$ cat config.mk
export PLATFORM = sky130hd
export DESIGN_NAME = fetch_decode
export DESIGN_NICKNAME = d
export VERILOG_FILES = /design/src/rtl/fetch_pkg.sv /design/src/rtl/fetch_rom.sv /design/src/rtl/fetch_decode.sv
export SDC_FILE = /design/constraint.sdc
export NUM_CORES = 1
export LEC_CHECK = 0
export ABC_AREA = 1
export CAP_MARGIN = 5
export CORE_ASPECT_RATIO = 0.6
export CORE_UTILIZATION = 30
export CTS_CLUSTER_DIAMETER = 40
export DETAILED_ROUTE_END_ITERATION = 6
export HOLD_SLACK_MARGIN = 0.02
export PLACE_DENSITY = 0.6
export SETUP_SLACK_MARGIN = 0.5
export SYNTH_ARGS = -nofsm -noshare
export SYNTH_HDL_FRONTEND = slang
export SYNTH_SLANG_ARGS = --single-unit
$ cat constraint.sdc
create_clock -name clock -period 1.5 [get_ports clock]
set_input_delay 0.45 -clock clock [delete_from_list [all_inputs] [get_ports clock]]
set_output_delay 0.45 -clock clock [all_outputs]
set_load 0.02 [all_outputs]
$ cat src/rtl/fetch_pkg.sv
// Shared definitions for the fetch/decode slice: state encoding, instruction fields,
// opcode constants and the default program image.
package fetch_pkg;

    typedef enum logic [2:0] {StIdle, StFetch, StDecode, StIssue, StHalted} state_t;

    localparam int unsigned InstrW  = 12;
    localparam int unsigned CtrlBit = 11;
    localparam int unsigned OpHi    = 10;
    localparam int unsigned OpLo    = 8;
    localparam int unsigned ImmHi   = 7;
    localparam int unsigned ImmLo   = 0;

    localparam logic [2:0] CtrlJmp  = 3'b000;
    localparam logic [2:0] CtrlHalt = 3'b001;

    localparam logic [2:0] RfLoad0 = 3'b000;
    localparam logic [2:0] RfLoad1 = 3'b001;
    localparam logic [2:0] RfMov10 = 3'b010;  // R1 <- R0
    localparam logic [2:0] RfMov01 = 3'b011;  // R0 <- R1
    localparam logic [2:0] RfOut0  = 3'b100;
    localparam logic [2:0] RfOut1  = 3'b101;
    localparam logic [2:0] RfNop   = 3'b111;

    typedef logic [InstrW-1:0] instr_t;

    function automatic instr_t mk_data(input logic [2:0] op, input logic [7:0] imm);
        return {1'b0, op, imm};
    endfunction

    function automatic instr_t mk_ctrl(input logic [2:0] op, input logic [7:0] imm);
        return {1'b1, op, imm};
    endfunction

    function automatic instr_t default_word(input int unsigned addr);
        case (addr)
            0:       return mk_data(RfLoad0, 8'h5A);
            1:       return mk_data(RfMov10, 8'h00);
            2:       return mk_data(RfOut1, 8'h00);
            default: return mk_ctrl(CtrlHalt, 8'h00);
        endcase
    endfunction

endpackage

$ cat src/rtl/fetch_rom.sv
// Instruction store with a registered read port. Writable only when FETCH_PROG_LOAD_EN
// is defined; otherwise a constant image from fetch_pkg.
module fetch_rom
    import fetch_pkg::*;
#(
    parameter int unsigned ROM_DEPTH = 16,
    parameter int unsigned IW        = 12,
    parameter int unsigned AW        = $clog2(ROM_DEPTH)
) (
    input  logic          clock,
    input  logic          reset,
    input  logic          rd_en,
    input  logic [AW-1:0] rd_addr,
`ifdef FETCH_PROG_LOAD_EN
    input  logic          wr_en,
    input  logic [AW-1:0] wr_addr,
    input  logic [IW-1:0] wr_data,
`endif
    output logic [IW-1:0] rd_data
);

    logic [IW-1:0] rom_word;

`ifdef FETCH_PROG_LOAD_EN
    logic [ROM_DEPTH-1:0][IW-1:0] mem;

    // Storage powers up holding the default image and is never touched by reset.
    for (genvar i = 0; i < ROM_DEPTH; i++) begin : g_word
        logic [IW-1:0] word_q = IW'(default_word(i));

        always_ff @(posedge clock) begin
            if (wr_en && wr_addr == AW'(i)) begin
                word_q <= wr_data;
            end
        end

        assign mem[i] = word_q;
    end

    always_comb rom_word = mem[rd_addr];
`else
    always_comb rom_word = IW'(default_word(32'(rd_addr)));
`endif

    // The read register doubles as the instruction register, so it does reset.
    always_ff @(posedge clock or posedge reset) begin
        if (reset) begin
            rd_data <= '0;
        end else if (rd_en) begin
            rd_data <= rom_word;
        end
    end

endmodule

$ cat src/rtl/fetch_decode.sv
// Fetch/decode/issue sequencer feeding a register file from fetch_rom.
// Define FETCH_PROG_LOAD_EN to add the prog_we/prog_addr/prog_data load port.
module fetch_decode
    import fetch_pkg::*;
#(
    parameter int unsigned ROM_DEPTH = 16,
    parameter int unsigned IW        = 12
) (
    input  logic                         clock,
    input  logic                         reset,
    input  logic                         ena,
    input  logic                         run,
    input  logic                         hold,
`ifdef FETCH_PROG_LOAD_EN
    input  logic                         prog_we,
    input  logic [$clog2(ROM_DEPTH)-1:0] prog_addr,
    input  logic [IW-1:0]                prog_data,
`endif
    output logic [2:0]                   reg_opcode,
    output logic [7:0]                   reg_data,
    output logic                         reg_ena,
    output logic [$clog2(ROM_DEPTH)-1:0] pc,
    output logic                         halted
);

    localparam int unsigned PW = $clog2(ROM_DEPTH);

    state_t        state_q, state_d;
    logic [PW-1:0] pc_q, pc_d, pc_inc;
    logic [2:0]    opcode_q, opcode_d;
    logic [7:0]    data_q, data_d;
    logic [IW-1:0] ir;
    logic          fetch_en;

    fetch_rom #(
        .ROM_DEPTH (ROM_DEPTH),
        .IW        (IW),
        .AW        (PW)
    ) u_rom (
        .clock   (clock),
        .reset   (reset),
        .rd_en   (fetch_en),
        .rd_addr (pc_q),
`ifdef FETCH_PROG_LOAD_EN
        .wr_en   (prog_we && ena && (state_q == StIdle || state_q == StHalted)),
        .wr_addr (prog_addr),
        .wr_data (prog_data),
`endif
        .rd_data (ir)
    );

    assign pc_inc = (pc_q == PW'(ROM_DEPTH - 1)) ? '0 : pc_q + PW'(1);

    always_ff @(posedge clock or posedge reset) begin
        if (reset) begin
            state_q  <= StIdle;
            pc_q     <= '0;
            opcode_q <= RfNop;
            data_q   <= '0;
        end else if (ena) begin
            state_q  <= state_d;
            pc_q     <= pc_d;
            opcode_q <= opcode_d;
            data_q   <= data_d;
        end
    end

    always_comb begin
        state_d  = state_q;
        pc_d     = pc_q;
        opcode_d = opcode_q;
        data_d   = data_q;
        unique case (state_q)
            StIdle, StHalted: begin
                if (run) begin
                    state_d = StFetch;
                    pc_d    = '0;
                end
            end
            StFetch: state_d = StDecode;
            StDecode: begin
                if (ir[CtrlBit]) begin
                    case (ir[OpHi:OpLo])
                        CtrlJmp: begin
                            pc_d    = ir[ImmLo +: PW];
                            state_d = StFetch;
                        end
                        CtrlHalt: state_d = StHalted;
                        default: begin
                            pc_d    = pc_inc;
                            state_d = StFetch;
                        end
                    endcase
                end else begin
                    opcode_d = ir[OpHi:OpLo];
                    data_d   = ir[ImmHi:ImmLo];
                    state_d  = StIssue;
                end
            end
            StIssue: begin
                if (!hold) begin
                    pc_d    = pc_inc;
                    state_d = StFetch;
                end
            end
            default: state_d = StIdle;
        endcase
    end

    always_comb begin
        fetch_en = (state_q == StFetch) && ena;
        reg_ena  = (state_q == StIssue) && !hold && ena;
        halted   = (state_q == StHalted);
    end

    assign pc         = pc_q;
    assign reg_opcode = opcode_q;
    assign reg_data   = data_q;

endmodule

## Word-level counts from Yosys, hierarchy flattened

Index checks and enable logic that the tools add are counted.

| storage, ports and cells | value |
|---|---|
| bits in registers | 30 |
| latch bits | 0 |
| memory bits (writable) | 0 |
| ROM bits | 0 |
| input port bits | 5 |
| output and inout bits | 17 |
| memories kept | 0 |

| cells by class | value |
|---|---|
| $add $sub $neg | 1 |
| multipliers | 0 |
| divide/modulo/power cells | 0 |
| magnitude comparators | 0 |
| equal/unequal tests | 12 |
| shift-type cells | 0 |
| mux-type cells | 12 |
| bitwise logic cells | 1 |
| reduce and logical (&&, ||, !) cells | 12 |

Operator list:

| kind | count |
|---|---|
| 12-bit case mux with 3 select lines | 1 |
| 4-bit 2-to-1 mux | 4 |
| 3-bit 2-to-1 mux | 4 |
| 3-bit case mux with 4 select lines | 1 |
| 4-bit case mux with 3 select lines | 1 |
| 4-bit case mux with 2 select lines | 1 |
| 3-bit by 1-bit equality test with 1-bit output (second input constant) | 2 |
| 3-bit by 2-bit equality test with 1-bit output (second input constant) | 2 |
| 3-bit logical NOT | 2 |
| 2-bit inequality test (second input constant) | 3 |
| 3-bit AND reduction | 2 |
| 6-bit AND reduction | 1 |
| 4-bit by 1-bit adder with 4-bit output (second input constant) | 1 |
| 4-bit by 1-bit equality test with 1-bit output (second input constant) | 1 |
| 4-bit by 2-bit equality test with 1-bit output (second input constant) | 1 |
| 4-bit equality test (second input constant) | 1 |
| 4-bit logical NOT | 1 |
| 3-bit equality test (second input constant) | 1 |
| 1-bit logical AND | 3 |
| 3-bit nonzero test | 1 |
| 2-bit by 1-bit inequality test with 1-bit output (second input constant) | 1 |
| 2-bit OR reduction | 1 |
| 1-bit logical NOT | 1 |
| 1-bit inverter | 1 |

## Depth between registers and ports, before layout

Gate-level depths: netlist (run 1).

| depth | value |
|---|---|
| depth in word-level cells | 5 |
| gate-level depth with buffers | 8 |
| mapped depth without buffers | 8 |

## Cells and area by module

From an unflattened synthesis (run 1), not the netlist that was laid out.

| unflattened totals | value |
|---|---|
| cell total of the unflattened synthesis | 172 |
| area total of the unflattened synthesis | 1,298.7 um2 |

Modules (own cells, without submodules):

| module | instances | cells an instance | area each (um2) | seq. area each (um2) |
|---|---|---|---|---|
| fetch_decode | 1 | 138 | 1,028.5 | 454.2 |
| fetch_rom | 1 | 34 | 270.3 | 125.1 |

## Worst setup path before layout (run 1)

No wires, ideal clock.

| timing | value |
|---|---|
| kind | register to output |
| from | reg state_q[2] |
| to | out reg_ena |
| data arrival time | 1.196 ns |
| data required time | 1.050 ns |
| setup slack | -0.146 ns |
| stages on the path, launching flop included | 4 |
| buffers on the path | 0 |
| path through | dfrtp_1 inv_2 nand2_4 nor4_1 |

| between the ends | value |
|---|---|
| word-level cells in the longest chain between the ends | 3 |

Ends and longest elaborated chain:

| element | line | source |
|---|---|---|
| from (decl) | fetch_decode.sv:28 | `state_t state_q, state_d;` |
| from (signal assigned) | fetch_decode.sv:56 | `state_q <= StIdle;` |
| from (signal assigned) | fetch_decode.sv:61 | `state_q <= state_d;` |
| 3-bit by 2-bit equality test with 1-bit output | fetch_decode.sv:112 | `reg_ena = (state_q == StIssue) && !hold && ena;` |
| 1-bit logical AND (2 in a row) | fetch_decode.sv:112 |  |
| to (decl) | fetch_decode.sv:21 | `output logic reg_ena,` |

Every way passes these cells.

## Worst setup path in the final report (run 1)

| timing | value |
|---|---|
| from | reg state_q[0] |
| to | out reg_ena |

The elaborated chain is that of the path after synthesis.

==> flow_summary.toml, run 1 <==
[status]
status = "finished, violations left"
violations = "negative setup slack"

[placed_design]
place_hpwl_um = 1810
placed_area_um2 = 1400
place_congestion = 0.825
dp_cells = 206
dpl_worst_slack_ns = -0.785
port_buffers = 17

[synth]
ys_warn_count = 0
synth_edf_count = 0
ys.flop_type = "dfrtp_1"
synthTopCellsByArea = "dfrtp_1 (31%), nand2_1 (12%), dfstp_2 (7.6%)"
ys_seq_area_frac = 0.388
synth_top_area_cell = "dfrtp_1"
synth-seq-cells = 16
synth.avg_cell_area_um2 = 7.89
synth_cell_type_count = 25
async_reset_ff_frac = 1.00
synth.top_cell.area_share = 0.313
synth_area_um2 = 1040
synthCells = 132

[finish]
fillers = 303
multiInputGateArea_um2 = 781
antenna_cells = 0
fin_area_um2 = 1820
utilization = 0.554
nets = 189
final_common_cell = "buf_6"
drive_gt1_frac = 0.631
layout_common_cells = "buf_6 (25), nand2_1 (19), buf_4 (16), nand2_2 (15), dfrtp_1 (10)"
final_cells = 224
syn_to_final_growth_pct = 74.6
final-seq-area_um2 = 408

[worst_setup_path]
start_kind = "register"
required_ns = 1.05
worst_path_largest_cell_delay_ns = 0.39
crit_slowest_cell = "dfrtp_1"
path_cells = "inv_4 > nor4_4 > buf_4"
crit_type = "register to output pin"
arrival_ns = 1.11
ff2ff_setup_slack_ns = 0.14
end_kind = "output pin"
path_max_fanout = 3

[drt]
wl_um = 2990
vias_per_cell = 4.71
dr.pass1.iters = 4
wl_met2_um = 1440
top_layer_used = "met4"
wl_met3_um = 143
drcViolationCount = 0
num_vias = 1055
drt_iter0_markers = 46
wl_per_cell_um = 13.3
met1Wirelength_um = 1350
detail-route-antenna-nets = 0

[timing]
finalHoldViolCount = 0
slew_viol_final = 0
max_freq_mhz = 640
fin_worst_skew_ns = 0.00179
setup_violations = 1
final.setup.worst_slack_ns = -0.0620
post-route-period-util = 1.04
fin_tns_setup_ns = -0.0620
hold_ws_ns = 0.481
timing.final.crit_period_ns = 1.56
rsz0062_at_grt = "yes"

[power]
ir_drop_mv = 0.760
switchingPower_mw = 1.60
p_seq_frac = 0.214
comb_power_share = 0.677
p_sw_frac = 0.449
p_leak_nw = 0.820
p_clk_frac = 0.109
p_int_mw = 1.96
power_mw = 3.56
p_per_area_nw_per_um2 = 1960

[cts]
clock_sinks = 16
cts-root-buf = "clkbuf_8"
hold_buffers = 0
clk_pin_slew_worst_paths_ns = 0.06
htree_levels = 1
cts_tree = "built"
numCtsBuffers = 3
clock_latency_ns = 0.25
cts.path.max_buffers = 2

[floorplan]
pin_count = 22
start_util = 0.317
core-area_um2 = 3280
die_x_um = 78.1
dieArea_um2 = 3720
die_h_um = 47.6
rows = 16

[global_routing]
grt_overflow = 0
grt_usage = 0.163
grt_start_max_net_pins = 17
antenna_found_initial = 0
grt_pass1_wl_um = 4530
grt_pass1_vias = 944

[run]
cap_violations = 0

[min_path]
hold_path_class = "register to register"
## synth_stat cells, types with 2 or more instances
cell / number
buf_4: 7
inv_2: 3
inv_1: 11
nand2_2: 3
dfrtp_1: 13
o21ai_0: 10
dfstp_2: 3
nand3_2: 2
nor2_1: 10
ha_1: 4
nand2_4: 2
nand4_1: 2
nand3_1: 13
nor2_4: 4
o21ai_1: 2
nand2_1: 34
## critical path: cells and delay by family (launching register included)
kind	cells	cell delay, ns
flip-flops	1	0.39
buffers and inverters	2	0.23
AND/OR/NAND/NOR	1	0.23
## cells by family after synthesis
| group | Yosys count | synth area share |
|---|---|---|
| AOI/OAI and AO/OA | 16 | 0.0938 |
| and+or+nand+nor | 74 | 0.365 |
| adders and majority gates | 4 | 0.0481 |
| DFF | 16 | 0.388 |
| buffers and inverters | 21 | 0.101 |
| other | 1 | 0.00360 |
## registers in the layout, summed over array words and instances, names as in the netlist
name           cells
u_rom.rd_data      5
reg_opcode         3
pc                 4
state_q            3
reg_data           1
## area by class of cell
class | instances | area share
sequential | 16 | 0.224
timing repair buffer | 46 | 0.253
clock buffer | 4 | 0.0303
inverter | 14 | 0.0317
multi-input combinational | 99 | 0.429
tap | 45 | 0.0310
## worst paths after layout
check	start	end	cells after the start
min in group asynchronous	reset	state_q[2]	3
max in group asynchronous	reset	reg_opcode[1]	3
hold reg to reg	reg_opcode[2]	reg_opcode[2]	2
setup reg to reg	pc[0]	pc[1]	8
setup / recovery	state_q[0]	reg_ena	3
hold / removal	reg_opcode[2]	reg_opcode[2]	2
## timing repair
item	in CTS	in global routing
resized for setup	124	25
setup buffers	4	9
pin swaps	19	23
cloned	1	0
setup endpoints to repair	29	29
## power by group through the flow
| stage | clock [mW] | sequential, mW | combinational, mW |
|---|---|---|---|
| final | 0.389 | 0.762 | 2.41 |
| after detailed placement | 0 | 0.736 | 1.54 |
| after global placement | 0 | 0.729 | 1.54 |
| after global routing | 0.412 | 0.779 | 2.59 |
| after CTS | 0.398 | 0.760 | 1.97 |
| after floorplan | 0 | 0.878 | 0.897 |
## routing by layer
layer,GRT usage,vias to the layer above
li1,-,514
met1,0.211,493
met2,0.282,38
met3,0.0476,10
met4,0.0333,0
met5,0,-
Note: power is estimated with default switching activity, not from simulation.
==> run 2, diff against run 1 <==
--- a/config.mk
+++ b/config.mk
@@ -9,7 +9,6 @@
 export CAP_MARGIN = 5
 export CORE_ASPECT_RATIO = 0.6
 export CORE_UTILIZATION = 30
-export CTS_CLUSTER_DIAMETER = 40
 export DETAILED_ROUTE_END_ITERATION = 6
 export HOLD_SLACK_MARGIN = 0.02
 export PLACE_DENSITY = 0.6
==> results of run 2 <==
The final DEF is identical to that of run 1; final timing and power are the same.
==> run 3, diff against run 2 <==
--- a/config.mk
+++ b/config.mk
@@ -8,6 +8,7 @@
 export ABC_AREA = 1
 export CAP_MARGIN = 5
 export CORE_ASPECT_RATIO = 0.6
+export CORE_MARGIN = 1.5
 export CORE_UTILIZATION = 30
 export DETAILED_ROUTE_END_ITERATION = 6
 export HOLD_SLACK_MARGIN = 0.02
==> run 3 against run 2 <==
Compared with the run above:
- the run still ends with negative setup slack left
- via count fell by 0.47%
- combinational power decreased by 6%
- routed wire length up 1.9%
- hold slack improved by 0.0014 ns
- maximum frequency decreased by 3.3%
- setup slack got worse by 0.053 ns
- critical endpoint unchanged
- highest routed layer unchanged
==> flow_summary.toml, run 3 (synthesis gave the netlist of run 1 again) <==
[power]
p_int_mw = 1.88
comb_power_share = 0.662
switchingPower_mw = 1.56
p_leak_nw = 0.801
p_seq_frac = 0.221
p_sw_frac = 0.454
p_clk_frac = 0.117
p_per_area_nw_per_um2 = 1950
ir_drop_mv = 0.686
power_mw = 3.44

[cts]
clock_latency_ns = 0.26
numCtsBuffers = 3
htree_levels = 1
cts-root-buf = "clkbuf_8"
cts.path.max_buffers = 2
clk_pin_slew_worst_paths_ns = 0.07
clock_sinks = 16
cts_tree = "built"

[floorplan]
rows = 16
die_h_um = 48.6
pin_count = 22
die_x_um = 79.1
start_util = 0.317
core-area_um2 = 3280
dieArea_um2 = 3840

[timing]
max_freq_mhz = 619
setup_violations = 2
final.setup.worst_slack_ns = -0.115
post-route-period-util = 1.08
rsz0062_at_grt = "yes"
timing.final.crit_period_ns = 1.62
finalHoldViolCount = 0
fin_worst_skew_ns = 0.000947
slew_viol_final = 0

[worst_setup_path]
path_cells = "inv_4 > nor4_4 > buf_4"
start_kind = "register"
path_max_fanout = 3
worst_path_largest_cell_delay_ns = 0.40
required_ns = 1.05
arrival_ns = 1.17
r2r_cells = 9
end_kind = "output pin"
crit_type = "register to output pin"
crit_slowest_cell = "dfrtp_1"

[run]
cap_violations = 0

[finish]
syn_to_final_growth_pct = 69.4
utilization = 0.537
regMostFlops = "u_rom.rd_data"
fillers = 303
antenna_cells = 0
final_cells = 222
largest_reg_flops = 5
layout_common_cells = "nand2_1 (27), buf_6 (24), buf_4 (15), dfrtp_1 (10)"
nets = 187
final_common_cell = "nand2_1"
drive_gt1_frac = 0.571

[min_path]
hold_path_class = "register to register"
hold_depth = 2

[drt]
num_vias = 1050
drcViolationCount = 0
dr.pass1.iters = 4
wl_per_cell_um = 13.7
wl_um = 3050
drt_iter0_markers = 100
detail-route-antenna-nets = 0
vias_per_cell = 4.73

[placed_design]
dp_cells = 206
port_buffers = 17
place_congestion = 0.881
place_hpwl_um = 1900

[global_routing]
grt_pass1_vias = 956
grt_pass1_wl_um = 4840
antenna_found_initial = 0
grt_start_max_net_pins = 17
grt_overflow = 0
grt_usage = 0.165

[status]
violations = "negative setup slack"
status = "finished, violations left"
## run 3: final cells by class
cell class / instances / area (µm²) / area share
inverters: 14 / 57.6 / 0.0326
multi-input cells: 99 / 751 / 0.426
well taps: 45 / 56.3 / 0.0319
repair buffers: 44 / 435 / 0.247
clock buffers: 4 / 55.1 / 0.0312
flip-flops and latches: 16 / 408 / 0.231
## run 3: metal layers
| layer | vias to the layer above | global-route usage | share of wire |
|---|---|---|---|
| li1 | 512 | - | - |
| met1 | 506 | 0.228 | 0.46 |
| met2 | 27 | 0.255 | 0.48 |
| met3 | 5 | 0.0491 | 0.045 |
| met4 | 0 | 0.0409 | 0.010 |
| met5 | - | 0 | 0 |
## run 3: critical path, delay by kind of cell (launching register included)
kind | cells | cell delay (ns)
and+or+nand+nor | 1 | 0.25
buffers and inverters | 2 | 0.25
DFF | 1 | 0.40
## run 3: power groups by stage
stage | registers (mW) | clock network, mW | logic (mW)
2_1_floorplan | 0.878 | 0 | 0.897
3_3_place_gp | 0.730 | 0 | 1.54
3_5_place_dp | 0.745 | 0 | 1.56
4_1_cts | 0.757 | 0.411 | 1.99
5_1_grt | 0.781 | 0.437 | 2.43
6_report | 0.760 | 0.402 | 2.27
## run 3: what timing repair did
action | in CTS | in global routing
gates cloned | 1 | 0
pin swaps | 16 | 8
gates resized for setup | 116 | 22
buffers inserted | 8 | 3
endpoints found under the hold margin | 0 | 0
hold buffers | 0 | 0
setup endpoints to repair | 29 | 29
## run 3: worst paths after layout
check | slack [ns] | end | from
hold / removal | 0.48 | reg_opcode[0] | reg_opcode[0]
setup / recovery | -0.12 | reg_ena | state_q[0]
max in group asynchronous | 0.74 | reg_opcode[1] | reset
hold reg to reg | 0.48 | reg_opcode[0] | reg_opcode[0]
min in group asynchronous | 0.50 | state_q[2] | reset
setup reg to reg | 0.07 | pc[2] | state_q[0]
## run 3: stage by stage
step / setup TNS (ns) / hold slack [ns] / setup slack (ns) / cell area, µm²
6_report: -0.131 / 0.482 / -0.115 / 1760
5_1_grt: -0.216 / 0.509 / -0.148 / 1760
2_1_floorplan: 0 / 0.361 / 0.184 / 1110
3_5_place_dp: -2.33 / 0.484 / -0.804 / 1400
3_3_place_gp: -2.24 / 0.477 / -0.768 / 1400
4_1_cts: -0.154 / 0.485 / -0.121 / 1650
